--- config.mk ---
export PLATFORM = sky130hd
export DESIGN_NAME = qspi_bus_arbiter_flat
export DESIGN_NICKNAME = d
export VERILOG_FILES = /design/src/rtl/qspi_bus_arbiter_if.sv /design/src/rtl/qspi_bus_arbiter.sv /design/src/flat_wrapper.sv
export SDC_FILE = /design/constraint.sdc
export NUM_CORES = 1
export LEC_CHECK = 0
export ABC_AREA = 1
export CAP_MARGIN = 20
export CORE_MARGIN = 10
export CORE_UTILIZATION = 50
export CTS_CLUSTER_SIZE = 14
export DETAILED_ROUTE_END_ITERATION = 12
export PLACE_DENSITY = 0.85
export SYNTH_ARGS = -nofsm -noshare
export SYNTH_HDL_FRONTEND = slang
export SYNTH_SLANG_ARGS = --single-unit
--- constraint.sdc ---
create_clock -name clk -period 3.3 [get_ports clk]
set_input_delay 0.66 -clock clk [delete_from_list [all_inputs] [get_ports clk]]
set_output_delay 0.66 -clock clk [all_outputs]
set_load 0.02 [all_outputs]
--- src/rtl/qspi_bus_arbiter_if.sv ---
// Quad-SPI sharing bundle: both controller ports, the pad group and the starvation flag.
// The slave modport is the arbiter; the master modport is the controller/pad side.
interface qspi_bus_arbiter_if;
   logic       m0_req;
   logic       m1_req;
   logic       m0_gnt;
   logic       m1_gnt;
   logic       m0_sclk;
   logic       m1_sclk;
   logic       m0_cs_n;
   logic       m1_cs_n;
   logic [3:0] m0_io_out;
   logic [3:0] m1_io_out;
   logic [3:0] m0_io_oe;
   logic [3:0] m1_io_oe;
   logic       pad_sclk;
   logic       pad_ce0_n;
   logic       pad_ce1_n;
   logic [3:0] pad_io_out;
   logic [3:0] pad_io_oe;
   logic [3:0] pad_io_in;
   logic [3:0] io_in;
   logic       starve;
   logic       starve_clr;

   modport slave (
      input  m0_req, m1_req, m0_sclk, m1_sclk, m0_cs_n, m1_cs_n,
      input  m0_io_out, m1_io_out, m0_io_oe, m1_io_oe, pad_io_in, starve_clr,
      output m0_gnt, m1_gnt, pad_sclk, pad_ce0_n, pad_ce1_n,
      output pad_io_out, pad_io_oe, io_in, starve
   );

   modport master (
      output m0_req, m1_req, m0_sclk, m1_sclk, m0_cs_n, m1_cs_n,
      output m0_io_out, m1_io_out, m0_io_oe, m1_io_oe, pad_io_in, starve_clr,
      input  m0_gnt, m1_gnt, pad_sclk, pad_ce0_n, pad_ce1_n,
      input  pad_io_out, pad_io_oe, io_in, starve
   );
endinterface

--- src/rtl/qspi_bus_arbiter.sv ---
// Round-robin owner of the shared quad-SPI pads: registered grant one edge after req, owner pins
// reach the pads combinationally, GUARD parked cycles between owners; no preemption, starvation only flagged.
module qspi_bus_arbiter #(
   parameter int GUARD    = 2,
   parameter int MAX_HOLD = 1024
) (
   input logic                clk,
   input logic                rst_n,
   qspi_bus_arbiter_if.slave  bus
);

   localparam logic [1:0] ST_IDLE  = 2'd0;
   localparam logic [1:0] ST_OWN0  = 2'd1;
   localparam logic [1:0] ST_OWN1  = 2'd2;
   localparam logic [1:0] ST_GUARD = 2'd3;

   localparam int              HW         = $clog2(MAX_HOLD + 1);
   localparam logic [3:0]      GUARD_LOAD = 4'(GUARD - 1);
   localparam logic [HW-1:0]   HOLD_MAX   = HW'(MAX_HOLD);
   localparam logic [HW-1:0]   HOLD_LAST  = HW'(MAX_HOLD - 1);

   logic [1:0]    state, state_nxt;
   logic          last_owner, last_nxt;
   logic [3:0]    guard_cnt, guard_nxt;
   logic [HW-1:0] hold_cnt, hold_nxt;
   logic          starve_q, starve_nxt;
   logic          any_req;
   logic          pick;
   logic          contended;
   logic          reach;

   assign any_req = bus.m0_req | bus.m1_req;
   // On a tie the port that did not own the bus last wins.
   assign pick = (bus.m0_req & bus.m1_req) ? ~last_owner : bus.m1_req;

   assign contended = ((state == ST_OWN0) & bus.m1_req) |
                      ((state == ST_OWN1) & bus.m0_req);
   assign reach     = contended & (hold_cnt == HOLD_LAST);

   always_comb begin
      state_nxt  = state;
      last_nxt   = last_owner;
      guard_nxt  = guard_cnt;
      hold_nxt   = hold_cnt;
      starve_nxt = reach | (starve_q & ~bus.starve_clr);

      if (contended && (hold_cnt != HOLD_MAX)) begin
         hold_nxt = hold_cnt + HW'(1);
      end

      case (state)
         ST_IDLE: begin
            if (any_req) begin
               state_nxt = pick ? ST_OWN1 : ST_OWN0;
               hold_nxt  = '0;
            end
         end
         ST_OWN0: begin
            if (!bus.m0_req) begin
               state_nxt = ST_GUARD;
               last_nxt  = 1'b0;
               guard_nxt = GUARD_LOAD;
            end
         end
         ST_OWN1: begin
            if (!bus.m1_req) begin
               state_nxt = ST_GUARD;
               last_nxt  = 1'b1;
               guard_nxt = GUARD_LOAD;
            end
         end
         default: begin
            // Last guard cycle hands over directly, without an IDLE cycle.
            if (guard_cnt == 4'd0) begin
               if (any_req) begin
                  state_nxt = pick ? ST_OWN1 : ST_OWN0;
                  hold_nxt  = '0;
               end else begin
                  state_nxt = ST_IDLE;
               end
            end else begin
               guard_nxt = guard_cnt - 4'd1;
            end
         end
      endcase
   end

   always_ff @(posedge clk or negedge rst_n) begin
      if (!rst_n) begin
         state      <= ST_IDLE;
         last_owner <= 1'b1;
         guard_cnt  <= 4'd0;
         hold_cnt   <= '0;
         starve_q   <= 1'b0;
      end else begin
         state      <= state_nxt;
         last_owner <= last_nxt;
         guard_cnt  <= guard_nxt;
         hold_cnt   <= hold_nxt;
         starve_q   <= starve_nxt;
      end
   end

   assign bus.m0_gnt = (state == ST_OWN0);
   assign bus.m1_gnt = (state == ST_OWN1);
   assign bus.starve = starve_q;
   assign bus.io_in  = bus.pad_io_in;

   always_comb begin
      bus.pad_sclk   = 1'b0;
      bus.pad_ce0_n  = 1'b1;
      bus.pad_ce1_n  = 1'b1;
      bus.pad_io_out = 4'h0;
      bus.pad_io_oe  = 4'h0;
      if (state == ST_OWN0) begin
         bus.pad_sclk   = bus.m0_sclk;
         bus.pad_ce0_n  = bus.m0_cs_n;
         bus.pad_io_out = bus.m0_io_out;
         bus.pad_io_oe  = bus.m0_io_oe;
      end else if (state == ST_OWN1) begin
         bus.pad_sclk   = bus.m1_sclk;
         bus.pad_ce1_n  = bus.m1_cs_n;
         bus.pad_io_out = bus.m1_io_out;
         bus.pad_io_oe  = bus.m1_io_oe;
      end
   end

endmodule

--- src/flat_wrapper.sv ---
// flat-port wrapper written by rule: the top's interface ports become plain ports
module qspi_bus_arbiter_flat 
#(
   parameter int GUARD    = 2,
   parameter int MAX_HOLD = 1024
)
  (clk, rst_n, bus_m0_req, bus_m1_req, bus_m0_sclk, bus_m1_sclk, bus_m0_cs_n, bus_m1_cs_n, bus_m0_io_out, bus_m1_io_out, bus_m0_io_oe, bus_m1_io_oe, bus_pad_io_in, bus_starve_clr, bus_m0_gnt, bus_m1_gnt, bus_pad_sclk, bus_pad_ce0_n, bus_pad_ce1_n, bus_pad_io_out, bus_pad_io_oe, bus_io_in, bus_starve);
  qspi_bus_arbiter_if bus_i ();
  input logic clk;
  input logic rst_n;
  input wire logic [$bits(bus_i.m0_req)-1:0] bus_m0_req;
  input wire logic [$bits(bus_i.m1_req)-1:0] bus_m1_req;
  input wire logic [$bits(bus_i.m0_sclk)-1:0] bus_m0_sclk;
  input wire logic [$bits(bus_i.m1_sclk)-1:0] bus_m1_sclk;
  input wire logic [$bits(bus_i.m0_cs_n)-1:0] bus_m0_cs_n;
  input wire logic [$bits(bus_i.m1_cs_n)-1:0] bus_m1_cs_n;
  input wire logic [$bits(bus_i.m0_io_out)-1:0] bus_m0_io_out;
  input wire logic [$bits(bus_i.m1_io_out)-1:0] bus_m1_io_out;
  input wire logic [$bits(bus_i.m0_io_oe)-1:0] bus_m0_io_oe;
  input wire logic [$bits(bus_i.m1_io_oe)-1:0] bus_m1_io_oe;
  input wire logic [$bits(bus_i.pad_io_in)-1:0] bus_pad_io_in;
  input wire logic [$bits(bus_i.starve_clr)-1:0] bus_starve_clr;
  output wire logic [$bits(bus_i.m0_gnt)-1:0] bus_m0_gnt;
  output wire logic [$bits(bus_i.m1_gnt)-1:0] bus_m1_gnt;
  output wire logic [$bits(bus_i.pad_sclk)-1:0] bus_pad_sclk;
  output wire logic [$bits(bus_i.pad_ce0_n)-1:0] bus_pad_ce0_n;
  output wire logic [$bits(bus_i.pad_ce1_n)-1:0] bus_pad_ce1_n;
  output wire logic [$bits(bus_i.pad_io_out)-1:0] bus_pad_io_out;
  output wire logic [$bits(bus_i.pad_io_oe)-1:0] bus_pad_io_oe;
  output wire logic [$bits(bus_i.io_in)-1:0] bus_io_in;
  output wire logic [$bits(bus_i.starve)-1:0] bus_starve;
  assign bus_i.m0_req = bus_m0_req;
  assign bus_i.m1_req = bus_m1_req;
  assign bus_i.m0_sclk = bus_m0_sclk;
  assign bus_i.m1_sclk = bus_m1_sclk;
  assign bus_i.m0_cs_n = bus_m0_cs_n;
  assign bus_i.m1_cs_n = bus_m1_cs_n;
  assign bus_i.m0_io_out = bus_m0_io_out;
  assign bus_i.m1_io_out = bus_m1_io_out;
  assign bus_i.m0_io_oe = bus_m0_io_oe;
  assign bus_i.m1_io_oe = bus_m1_io_oe;
  assign bus_i.pad_io_in = bus_pad_io_in;
  assign bus_i.starve_clr = bus_starve_clr;
  assign bus_m0_gnt = bus_i.m0_gnt;
  assign bus_m1_gnt = bus_i.m1_gnt;
  assign bus_pad_sclk = bus_i.pad_sclk;
  assign bus_pad_ce0_n = bus_i.pad_ce0_n;
  assign bus_pad_ce1_n = bus_i.pad_ce1_n;
  assign bus_pad_io_out = bus_i.pad_io_out;
  assign bus_pad_io_oe = bus_i.pad_io_oe;
  assign bus_io_in = bus_i.io_in;
  assign bus_starve = bus_i.starve;
  qspi_bus_arbiter #(.GUARD(GUARD), .MAX_HOLD(MAX_HOLD)) u_core (.clk(clk), .rst_n(rst_n), .bus(bus_i));
endmodule
==> flow_metrics.env, run 1 <==
export IMPL_grt_pass1_wl_um=6530
export IMPL_yosysSeqAreaShare_pct=31.8
export IMPL_dr_wl_met3_um=189
export IMPL_fin_tns_setup_ns=0
export IMPL_arrival_ns=2.41
export IMPL_io_buffers=38
export IMPL_slew_headroom_pct=41.7
export IMPL_dp_final_hpwl_um=3090
export IMPL_htree_levels=1
export IMPL_fin_crit_ns=3.07
export IMPL_cp_cell_sequence="inv_1 -> ha_1 -> nor2_2 -> a22o_1 -> clkdlybuf4s50_1"
export IMPL_vias_per_cell=5.26
export IMPL_clock_sinks=19
export IMPL_rr_worst_depth=8
export IMPL_vias=1482
export IMPL_crit_required_ns=2.64
export IMPL_finalSetupViolCount=0
export IMPL_worstSetupEndpointType="primary output"
export IMPL_synth_top_area_share_pct=30.0
export IMPL_cts_buffers=3
export IMPL_min_to="u_core.last_owner"
export IMPL_syn_nets=251
export IMPL_antenna_found_initial=0
export IMPL_slowest_stage="clkdlybuf4s50_1"
export IMPL_start_util_pct=53.5
export IMPL_netlist_top_cells_area="dfrtp_1 30%, nand2_1 17%, inv_1 7.5%"
export IMPL_p_leak_nw=0.900
export IMPL_area_growth_pct=27.3
export IMPL_wl_um=3850
export IMPL_netlist_instances=214
export IMPL_worstReg2RegStart="u_core.state[1]"
export IMPL_cts_tree="built"
export IMPL_ir_drop_uv=444
export IMPL_fin_crit_sh_pct=92.9
export IMPL_min_delay_start="u_core.last_owner"
export IMPL_finalHoldViolations=0
export IMPL_rsz0062_at_grt="no"
export IMPL_grt_usage_pct=14.7
export IMPL_synth_avg_cell_area_um2=7.02
export IMPL_synth_warnings=0
export IMPL_run_status="finished, final reports clean"
export IMPL_routed_top_layer="met4"
export IMPL_design_die_area_um2=5600
export IMPL_rows=19
export IMPL_first_pass_iters=4
export IMPL_grt_overflow=0
export IMPL_cts_repair_resized=0
export IMPL_gp_congestion=0.831
export IMPL_syn_area_um2=1500
export IMPL_pwr_density_cell_nw_per_um2=842
export IMPL_met1_length_um=1560
export IMPL_fin_nets=289
export IMPL_cts_hold_buffers=0
export IMPL_drt_first_iter_violations=112
export IMPL_regToRegSetupSlack_ns=1.34
export IMPL_holdWs_ns=0.508
export IMPL_cts_root_buf="clkbuf_4"
export IMPL_clockBufferDepth=2
export IMPL_cp_max_fo=14
export IMPL_hold_path_depth=2
export IMPL_ys_types=25
export IMPL_fin_skew_ns=0.00326
export IMPL_synth_largest_area_cell="dfrtp_1"
export IMPL_grt_pass1_vias=1370
export IMPL_r2r_end="u_core.hold_cnt[5]"
export IMPL_hold_path_class="register to register"
export IMPL_drive_gt1_share_pct=7.17
export IMPL_grt_max_degree=20
export IMPL_path_clk_slew_ns=0.11
export IMPL_die_h_um=74.8
export IMPL_route_antenna_remaining_nets=0
export IMPL_post_cts_buffers=0
export IMPL_clock_latency_ns=0.31
export IMPL_synth_seq_cells=19
export IMPL_cap_violations=0
export IMPL_io_pins=47
export IMPL_diodes=0
export IMPL_wl_met2_um=2040
export IMPL_core_um2=2810
export IMPL_worst_setup_path_type="register to primary output"
export IMPL_drc=0
export IMPL_fmax_ghz=0.326
export IMPL_slowest_delay_ns=0.64
export IMPL_tightestPinTransition_ns=0.872
export IMPL_setup_worst_path_start_class="register"
export IMPL_wl_per_cell_um=13.7
export IMPL_slew_viol_final=0
export IMPL_die_w_um=74.8
[cells by family after synthesis]
| logic type | count (synthesis) | synth area share, % |
|---|---|---|
| AND/OR/NAND/NOR | 125 | 38.1 |
| buffers and inverters | 35 | 9.83 |
| AO/OA/AOI/OAI | 25 | 12.5 |
| flip-flops | 19 | 31.8 |
| adder cells (fa/ha/maj) | 8 | 6.67 |
| XOR/XNOR | 2 | 1.17 |
[sequential cells by signal, summed over array words and instances (netlist names)]
register	count
u_core.bus.starve	1
u_core.last_owner	1
u_core.guard_cnt	4
u_core.state	2
u_core.hold_cnt	11
[metrics by stage]
step	power [mW]	area (µm²)	std cells	setup WS [ns]	utilization [%]
2_1_floorplan	1.16	1500	214	1.23	-
3_3_place_gp	1.46	1890	278	0.693	67.2
4_1_cts	1.62	1910	282	0.239	68.2
5_1_grt	1.79	1910	282	0.117	68.2
6_report	1.61	1910	282	0.235	68.2
3_5_place_dp	1.49	1890	278	0.598	67.2
[layer usage]
| metal | global-route usage (%) | vias up |
|---|---|---|
| met2 | 25.0 | 37 |
| met4 | 3.36 | 0 |
| met5 | 0 | - |
| met1 | 18.2 | 684 |
| met3 | 3.68 | 6 |
| li1 | - | 755 |
[how the worst max path moves through the flow]
stage | from | endpoint | slack [ns] | depth (start not counted)
floorplan | u_core.state[1] | bus_pad_ce0_n | 1.23 | 5
global placement | u_core.state[1] | bus_pad_io_out[0] | 0.69 | 5
detailed placement | u_core.state[1] | bus_pad_io_oe[2] | 0.60 | 5
CTS | u_core.state[1] | bus_pad_io_oe[2] | 0.24 | 5
global route | u_core.state[1] | bus_pad_io_oe[2] | 0.12 | 5
finish | u_core.state[1] | bus_pad_io_oe[2] | 0.23 | 5
[synth_stat cells]
cell	number
a21boi_4	1
a21oi_1	1
a21oi_4	1
a22o_1	9
buf_2	1
buf_4	4
dfrtp_1	18
dfstp_2	1
ha_1	8
inv_1	30
nand2_1	66
nand2_4	3
nand3_1	13
nand4_1	6
nor2_1	25
nor2_2	3
nor2_4	2
nor3_1	2
nor3_4	1
nor3b_1	1
o21ai_0	11
o22ai_1	1
o31ai_1	1
or2_2	3
xor2_1	2
[report_power, final]
part	leakage (nW)	internal [mW]	switching [mW]
combinational	0.638	0.442	0.658
clock	0.0150	0.0474	0.0764
sequential	0.247	0.315	0.0700
[cell usage in the layout, fill, tap and decap left out]
master,n
a22o_1,9
a21oi_4,1
nand4_1,6
nor3_1,2
clkbuf_1,1
nor2_4,2
ha_1,8
clkbuf_4,3
nor3b_1,1
or2_2,3
clkdlybuf4s50_1,38
nor3_4,1
a21oi_1,1
nand2_4,3
xor2_1,2
o22ai_1,1
o21ai_0,11
nor2_2,3
dfrtp_1,18
dfstp_2,1
a21boi_4,1
o31ai_1,1
nand2_1,66
nor2_1,25
inv_1,30
nand3_1,13
[final cells by class]
cell class	instances	area, µm²
flip-flops and latches	19	477
clock buffers	4	26.3
repair buffers	38	380
inverters	30	113
multi-input cells	160	877
fillers	253	893
well taps	31	38.8
[critical path: cells and delay by family, from the launching register on]
kind | cells | cell delay (ns)
adder cells (fa/ha/maj) | 1 | 0.36
AO/OA/AOI/OAI | 1 | 0.21
buffers and inverters | 2 | 0.72
flip-flops | 1 | 0.39
AND/OR/NAND/NOR | 1 | 0.42
No activity file was read; power rests on OpenSTA's default activity.
==> run 2, diff against run 1 <==
--- a/config.mk
+++ b/config.mk
@@ -11,6 +11,7 @@
 export CORE_UTILIZATION = 50
 export CTS_CLUSTER_SIZE = 14
 export DETAILED_ROUTE_END_ITERATION = 12
+export HOLD_SLACK_MARGIN = 0.03
 export PLACE_DENSITY = 0.85
 export SYNTH_ARGS = -nofsm -noshare
 export SYNTH_HDL_FRONTEND = slang
==> results of run 2 <==
Final layout, timing and power as in run 1 (identical DEF).
